[config.mk]
export PLATFORM = sky130hd
export DESIGN_NAME = uart_tx_scheduler
export DESIGN_NICKNAME = d
export VERILOG_FILES = /design/src/rtl/uart_tx_scheduler.sv
export SDC_FILE = /design/constraint.sdc
export NUM_CORES = 1
export LEC_CHECK = 0
export CAP_MARGIN = 25
export CORE_AREA = 2 2 90 92
export CTS_BUF_LIST = sky130_fd_sc_hd__clkbuf_4 sky130_fd_sc_hd__clkbuf_8
export CTS_CLUSTER_DIAMETER = 30
export CTS_CLUSTER_SIZE = 30
export DETAILED_ROUTE_END_ITERATION = 8
export DIE_AREA = 0 0 92 94
export PLACE_DENSITY = 0.49
export SLEW_MARGIN = 0
export SYNTH_ARGS = -nofsm -noshare
export SYNTH_HDL_FRONTEND = slang
export SYNTH_SLANG_ARGS = --single-unit
export TNS_END_PERCENT = 1
[constraint.sdc]
create_clock -name clk_12mhz -period 6.75 [get_ports clk_12mhz]
set_clock_uncertainty 0.05 [all_clocks]
set_input_delay 1.35 -clock clk_12mhz [delete_from_list [all_inputs] [get_ports clk_12mhz]]
set_output_delay 1.35 -clock clk_12mhz [all_outputs]
set_load 0.01 [all_outputs]
[src/rtl/uart_tx_scheduler.sv]
// Round-robin scheduler that shares one 8N1 UART byte transmitter among NUM_REQ byte sources,
// with start-handshake timeout detection and a forced idle gap between frames.
module uart_tx_scheduler #(
    parameter int unsigned NUM_REQ     = 4,
    parameter int unsigned GAP_CYCLES  = 1250,
    parameter int unsigned ACK_TIMEOUT = 2600
) (
    input  logic                       clk_12mhz,
    input  logic                       reset,
    input  logic [NUM_REQ-1:0]         req_valid,
    input  logic [8*NUM_REQ-1:0]       req_data,
    output logic [NUM_REQ-1:0]         req_ready,
    output logic                       tx_start,
    output logic [7:0]                 tx_data,
    input  logic                       tx_busy,
    output logic [$clog2(NUM_REQ)-1:0] grant_id,
    output logic                       active,
    output logic                       err_timeout
);

    localparam int unsigned ID_W    = $clog2(NUM_REQ);
    localparam int unsigned SUM_W   = ID_W + 1;
    localparam int unsigned CNT_MAX = (GAP_CYCLES > ACK_TIMEOUT) ? GAP_CYCLES : ACK_TIMEOUT;
    localparam int unsigned CNT_W   = (CNT_MAX < 2) ? 1 : $clog2(CNT_MAX);
    localparam logic        GAP_EN  = (GAP_CYCLES != 0);

    typedef enum logic [1:0] {
        IDLE,
        WAIT_ACK,
        WAIT_DONE,
        GAP
    } state_t;

    state_t               state_q, state_d;
    logic [CNT_W-1:0]     cnt_q, cnt_d;
    logic [ID_W-1:0]      rr_q, rr_d;
    logic [NUM_REQ-1:0]   ready_d;
    logic                 start_d;
    logic [7:0]           data_d;
    logic [ID_W-1:0]      gid_d;
    logic                 active_d;
    logic                 err_d;

    logic                 win_found;
    logic [ID_W-1:0]      win_idx;
    logic [SUM_W-1:0]     cand;

    // First valid requester at or after rr_q, wrapping modulo NUM_REQ.
    always_comb begin
        win_found = 1'b0;
        win_idx   = '0;
        cand      = '0;
        for (int unsigned k = 0; k < NUM_REQ; k++) begin
            cand = SUM_W'(rr_q) + SUM_W'(k);
            if (cand >= SUM_W'(NUM_REQ)) begin
                cand = cand - SUM_W'(NUM_REQ);
            end
            if (!win_found && req_valid[cand[ID_W-1:0]]) begin
                win_found = 1'b1;
                win_idx   = cand[ID_W-1:0];
            end
        end
    end

    // Next-state and registered-output values.
    always_comb begin
        state_d = state_q;
        cnt_d   = cnt_q;
        rr_d    = rr_q;
        ready_d = '0;
        start_d = 1'b0;
        data_d  = tx_data;
        gid_d   = grant_id;
        err_d   = err_timeout;
        unique case (state_q)
            IDLE: begin
                if (win_found) begin
                    data_d           = req_data[{win_idx, 3'b000} +: 8];
                    gid_d            = win_idx;
                    ready_d[win_idx] = 1'b1;
                    start_d          = 1'b1;
                    rr_d             = (win_idx == ID_W'(NUM_REQ - 1)) ? '0 : win_idx + 1'b1;
                    cnt_d            = '0;
                    state_d          = WAIT_ACK;
                end
            end
            WAIT_ACK: begin
                if (tx_busy) begin
                    state_d = WAIT_DONE;
                end else if (cnt_q == CNT_W'(ACK_TIMEOUT - 1)) begin
                    // Byte is dropped; the transmitter never acknowledged it.
                    err_d   = 1'b1;
                    cnt_d   = '0;
                    state_d = GAP_EN ? GAP : IDLE;
                end else begin
                    cnt_d = cnt_q + 1'b1;
                end
            end
            WAIT_DONE: begin
                if (!tx_busy) begin
                    cnt_d   = '0;
                    state_d = GAP_EN ? GAP : IDLE;
                end
            end
            GAP: begin
                if (cnt_q == CNT_W'(GAP_CYCLES - 1)) begin
                    state_d = IDLE;
                end else begin
                    cnt_d = cnt_q + 1'b1;
                end
            end
            default: state_d = IDLE;
        endcase
        active_d = (state_d != IDLE);
    end

    always_ff @(posedge clk_12mhz or negedge reset) begin
        if (!reset) begin
            state_q     <= IDLE;
            cnt_q       <= '0;
            rr_q        <= '0;
            req_ready   <= '0;
            tx_start    <= 1'b0;
            tx_data     <= 8'h00;
            grant_id    <= '0;
            active      <= 1'b0;
            err_timeout <= 1'b0;
        end else begin
            state_q     <= state_d;
            cnt_q       <= cnt_d;
            rr_q        <= rr_d;
            req_ready   <= ready_d;
            tx_start    <= start_d;
            tx_data     <= data_d;
            grant_id    <= gid_d;
            active      <= active_d;
            err_timeout <= err_d;
        end
    end

endmodule
# Word-level counts from Yosys, hierarchy flattened
# Cells that the tools add are included.
[word_totals] ff_bits=33 inputBits=39 out_inout_bits=17 elab_cells=91
[classes] add_sub_neg=9 n_lt_le_gt_ge=10 eq_ne=10 n_shift=1 n_mux=39 bitwise=1 n_reduce_logical=12
[ops] op="12-bit two-way mux" n=5
[ops] op="12-bit case mux with 4 select lines" n=1
[ops] op="32-bit by 6-bit variable part select with 8-bit output" n=1
[ops] op="2-bit two-way mux" n=14
[ops] op="2-bit by 3-bit less-than comparator with 1-bit output, second input constant" n=5
[ops] op="12-bit by 1-bit adder with 12-bit output, second input constant" n=1
[ops] op="12-bit by 11-bit equality test with 1-bit output, second input constant" n=1
[ops] op="12-bit equality test, second input constant" n=1
[ops] op="1-bit two-way mux" n=11
[ops] op="3-bit greater-or-equal comparator, second input constant" n=3
[ops] op="1-bit binary-select mux with 2-bit select" n=4
[ops] op="4-bit two-way mux" n=2
[ops] op="2-bit inequality test, second input constant" n=4
[ops] op="2-bit case mux with 4 select lines" n=1
[ops] op="2-bit by 1-bit subtractor with 2-bit output, second input constant" n=4
[ops] op="2-bit by 2-bit adder with 3-bit output, second input constant" n=2
[ops] op="2-bit equality test, second input constant" n=3
[ops] op="1-bit logical AND" n=4
[ops] op="4-bit AND reduction" n=1
[ops] op="2-bit by 1-bit adder with 3-bit output, second input constant" n=1
[ops] op="2-bit by 3-bit greater-or-equal comparator with 1-bit output, second input constant" n=1
[ops] op="1-bit logical NOT" n=3
[ops] op="3-bit AND reduction" n=1
[ops] op="2-bit by 1-bit adder with 2-bit output, second input constant" n=1
[ops] op="other kinds (7)" n=7

# Longest topological paths before layout
[logic_depth] depth_word=20 depth_mapped=8 ltp_nobuf=7

# Worst setup path before layout
# No wires, ideal clock.
[synth_path] kind="input port to flip-flop" from="in req_valid[1]" to="reg tx_data[0]" setup_ps=124 arrival_ps=2724 t_required_ps=6576 path_slack_ps=3852 cell_stages=7 n_path_buf=2 cell_sequence="mux2_1 o221ai_1 buf_2 buf_4 mux2i_1 nor3_1 a211o_1"
[synth_via] elab_chain_len=13 elab_cells_between_ends=24 classes_between="1 x shift; 16 x mux; 7 x reduce/logical"
[synth_rtl] element="from (decl)" line_no="10" rtl="input logic [NUM_REQ-1:0] req_valid,"
[synth_rtl] element="1-bit binary-select mux with 2-bit select" line_no="58" rtl="if (!win_found && req_valid[cand[ID_W-1:0]]) begin"
[synth_rtl] element="1-bit two-way mux (not written as such)" line_no="58"
[synth_rtl] element="1-bit two-way mux" line_no="58"
[synth_rtl] element="1-bit logical NOT" line_no="58"
[synth_rtl] element="1-bit logical AND" line_no="58"
[synth_rtl] element="1-bit two-way mux" line_no="58"
[synth_rtl] element="1-bit logical NOT" line_no="58"
[synth_rtl] element="1-bit logical AND" line_no="58"
[synth_rtl] element="1-bit two-way mux" line_no="58"
[synth_rtl] element="1-bit logical NOT" line_no="58"
[synth_rtl] element="1-bit logical AND" line_no="58"
[synth_rtl] element="2-bit two-way mux / 1-bit two-way mux (equally long branches)" line_no="58"
[synth_rtl] element="32-bit by 6-bit variable part select with 8-bit output / 2-bit AND reduction (equally long branches)"
[synth_rtl] element="to (signal assigned)" line_no="134" rtl="tx_data <= data_d;"
[synth_rtl] element="to (decl)" line_no="14" rtl="output logic [7:0] tx_data,"
# Parallel ways exist; a longest one is shown, timed or not. The select of a mux whose other input is x is not followed.
# A chain may end at the register's enable or synchronous reset.

# Worst setup path after layout
[layout_path] from="in req_valid[0]" to="reg rr_q[0]"
[layout_via] elab_chain_len=14 elab_cells_between_ends=26 classes_between="1 x add/sub; 1 x eq/ne; 17 x mux; 7 x reduce/logical"
[layout_rtl] element="1-bit binary-select mux with 2-bit select" line_no="58"
[layout_rtl] element="1-bit two-way mux (not written as such)" line_no="58"
[layout_rtl] element="1-bit two-way mux" line_no="58"
[layout_rtl] element="1-bit logical NOT" line_no="58"
[layout_rtl] element="1-bit logical AND" line_no="58"
[layout_rtl] element="1-bit two-way mux" line_no="58"
[layout_rtl] element="1-bit logical NOT" line_no="58"
[layout_rtl] element="1-bit logical AND" line_no="58"
[layout_rtl] element="1-bit two-way mux" line_no="58"
[layout_rtl] element="1-bit logical NOT" line_no="58"
[layout_rtl] element="1-bit logical AND" line_no="58"
[layout_rtl] element="2-bit two-way mux" line_no="58"
[layout_rtl] element="2-bit by 1-bit adder with 2-bit output / 2-bit equality test (equally long branches)" line_no="82" rtl="rr_d = (win_idx == ID_W'(NUM_REQ - 1)) ? '0 : win_idx + 1'b1;"
[layout_rtl] element="2-bit two-way mux" line_no="82"
[layout_rtl] element="to (signal assigned)" line_no="131" rtl="rr_q <= rr_d;"
[layout_rtl] element="to (decl)" line_no="36" rtl="logic [ID_W-1:0] rr_q, rr_d;"
# Parallel ways exist; a longest one is shown, timed or not. The select of a mux whose other input is x is not followed.

==> results.md <==
* Outcome: finished, final reports clean
* Hold Buf Count CTS at 0
* # Max-Cap Violations at 0
* Area leader, netlist: dfrtp_1
* Reg2reg start: cnt_q[1]$_DFFE_PN0P_
* Post-Syn Instances at roughly 190
* Die area at 8650 um^2
* H-tree depth at 2
* Sequential area share after synthesis at 0.445
* Crit path capture type: flop
* Initial Util at 0.244
* DRC at 0
* Adder-cell share of the synthesized area at 0.0202
* Yosys cell types at 47
* CP Cell Sequence: clkdlybuf4s50_1, a21o_1, a21oi_1, o22ai_1, inv_1, ha_1, o31ai_1
* Leak at 1.18 nW
* Final Net Count at 282
* Slew @ Worst Pin at 939 ps
* Wire per inst at about 14 um
* TNS Setup at 0 ps
* Routed Antenna Nets at 0
* CP max-delay cell: o22ai_1
* Total CTS buffers at 5
* Clock Root Buffer: clkbuf_8
* # rows at 32
* Slew Limit Fails at 0
* Largest net degree at the start of global routing at 37
* RSZ-0062 raised after global routing: false
* Synth async-reset ratio at 1.00
* Post-Synth Simple-Gate Area at 0.191
* Main flop type after synthesis: dfrtp_1
* Multi-input gate area at roughly 930 um^2
* Clock buffer depth at 2
* GRT Resource Usage Total at 0.113
* Number of buffers added for setup after CTS at 0
* Clock insertion delay at the later pin of the skew report at ~280 ps
* Req. time, crit path at just under 7000 ps
* GP Congestion at between 0.7 and 0.8
* Hold path start: grant_id[0]$_DFFE_PN0P_
* Initial antenna violation count at 0
* CTS tree: done
* Number of global-route vias before repair at around 1700
* Top cells by area, synth: dfrtp_1 (45%), mux2i_1 (8.6%), nor3_1 (5.7%), a211o_1 (3.8%), o21ai_1 (3.2%)
* Area growth syn-to-layout at 41.0%
* First-pass GRT wire length at 7760 um
* Clk sink count at 33
* Grt ovf at 0
* # setup viols final at 0
* Critical Path AT at 3790 ps
* # diodes at 0
* First drt pass iteration count at 4
* Reg2reg path depth at 7
* Final WL at between 4000 and 5000 um
* DR vias at 1593
* Non-filler instance count after layout at 343
* Yosys reg bits at 33
* Syn Nets at 227
* Min-delay worst type: reg2reg
* Critical Path Fanout Max at 11
* Slew HR at 0.374
* Vias per cell at 4.64
* Largest family of logic cells by synthesized area: compound AO/OA/AOI/OAI gates
* Die Height at about 94 um
* Iter 0 DRT Violations at 59
* Post-synthesis mux area share at 0.0924
* Worst Setup Path Type: in2reg
* Final Hold Viols at 0
* Synthesis Warnings at 0
* Layout cell share with drive strength beyond 1 at 0.0913
* Area share of the largest cell type after synthesis at 0.445
* Top-Level Pins at 56
* HPWL Detailed at 3240 um
* Reg2reg end: cnt_q[1]$_DFFE_PN0P_
* IO Port Bufs at 55
* Clock Pin Slew Worst Setup and Hold Paths at 70 ps
* Fill cells at 785
* Top post-synthesis cells by count: dfrtp_1 (33), nor3_1 (21), mux2i_1 (16), o21ai_1 (12), nand2_1 (11)
* Hold Path Depth at 2
* Slowest stage delay, CP at 720 ps
* CP Launch Type: input port
* Core ar. at between 7000 and 8000 um^2
* EDFF count, synth at 0
* Pwr dens at 208 nW/um^2
* Post-Syn Area at ~1900 um^2
* Chip width at between 90 and 100 um
* Minimum clock period at 3650 ps
* Synth Area in Compound Gates at 0.197
* Placed cell count at 335
* Fmax at 274 MHz
* Post-CTS sizing at 0
* Mean Syn Cell Area at 10.0 um^2
* Peak VDD IR at 0.105 mV
* Synth Area in XOR/XNOR at 0
* Period Utilization, post-route at 0.541
* R2r setup slk at 4110 ps
* Worst Hold Path EP: grant_id[0]$_DFFE_PN0P_
* Most common cell in the netlist: dfrtp_1
* Register Area at about 830 um^2
-- layer usage --
| layer | routed length [um] | share of wire | track usage | vias to the layer above |
|---|---|---|---|---|
| met4 | 72 | 0.016 | 0.0448 | 0 |
| met2 | 2140 | 0.46 | 0.178 | 41 |
| li1 | - | - | - | 795 |
| met5 | 0 | 0 | 0 | - |
| met1 | 2150 | 0.46 | 0.143 | 749 |
| met3 | 284 | 0.061 | 0.0353 | 8 |
-- where the power goes --
group	switching [mW]	total, mW	internal (mW)	leakage, nW
logic	0.0473	0.103	0.0560	0.688
registers	0.0260	0.242	0.216	0.435
clock network	0.0736	0.198	0.124	0.0619
-- state kept, by name, summed over array words and instances (netlist names) --
signal / flops
active: 1
cnt_q: 12
err_timeout: 1
grant_id: 2
req_ready: 4
rr_q: 2
state_q: 2
tx_data: 8
tx_start: 1
-- stage by stage --
step	hold slack [ps]	setup WS, ps	utilization	instance area [um^2]	power, mW
floorplan	413	3850	-	1850	0.304
detailed placement	418	2760	0.328	2490	0.350
global placement	405	2900	0.328	2490	0.348
global route	465	2910	0.344	2620	0.580
finish	441	3100	0.344	2620	0.544
CTS	445	3050	0.344	2620	0.554
-- worst max path at each step --
| stage | slack (ps) | startpoint | end |
|---|---|---|---|
| 2_1_floorplan | 3850 | req_valid[1] | tx_data[0]$_DFFE_PN0P_ |
| 3_3_place_gp | 2900 | req_valid[0] | rr_q[0]$_DFFE_PN0P_ |
| 3_5_place_dp | 2760 | req_valid[0] | rr_q[0]$_DFFE_PN0P_ |
| 4_1_cts | 3050 | req_valid[0] | rr_q[0]$_DFFE_PN0P_ |
| 5_1_grt | 2910 | req_valid[0] | rr_q[0]$_DFFE_PN0P_ |
| 6_report | 3100 | req_valid[0] | rr_q[0]$_DFFE_PN0P_ |
-- cell families (layout without fill, tap and decap cells) --
logic type	after synthesis	in the layout
compound gates	49	49
simple gates	64	64
mux	17	17
buf+inv	19	75
fa+ha+maj	3	3
flops	33	33
-- cell usage in the layout (no fill, tap or decap), drive strengths merged, types with 5 or more instances in the layout --
master         instances
clkdlybuf4s50         55
dfrtp                 33
nor3                  21
mux2i                 16
o21ai                 16
nand2                 11
inv                    9
nor2                   8
a211o                  8
o31ai                  8
clkbuf                 7
nand3                  5
-- area by class of cell --
cell class              instances  area share
multi-input cells             133       0.357
flip-flops and latches         33       0.316
repair buffers                 58       0.219
well taps                     102      0.0488
clock buffers                   7      0.0344
inverters                       9      0.0129
clock inverters                 1      0.0115
-- worst max-delay path, delay by kind of cell --
kind,cells,cell delay [ps]
buf+inv,2,960
compound gates,4,1170
fa+ha+maj,1,310
Power figures use the tool's default switching activity.
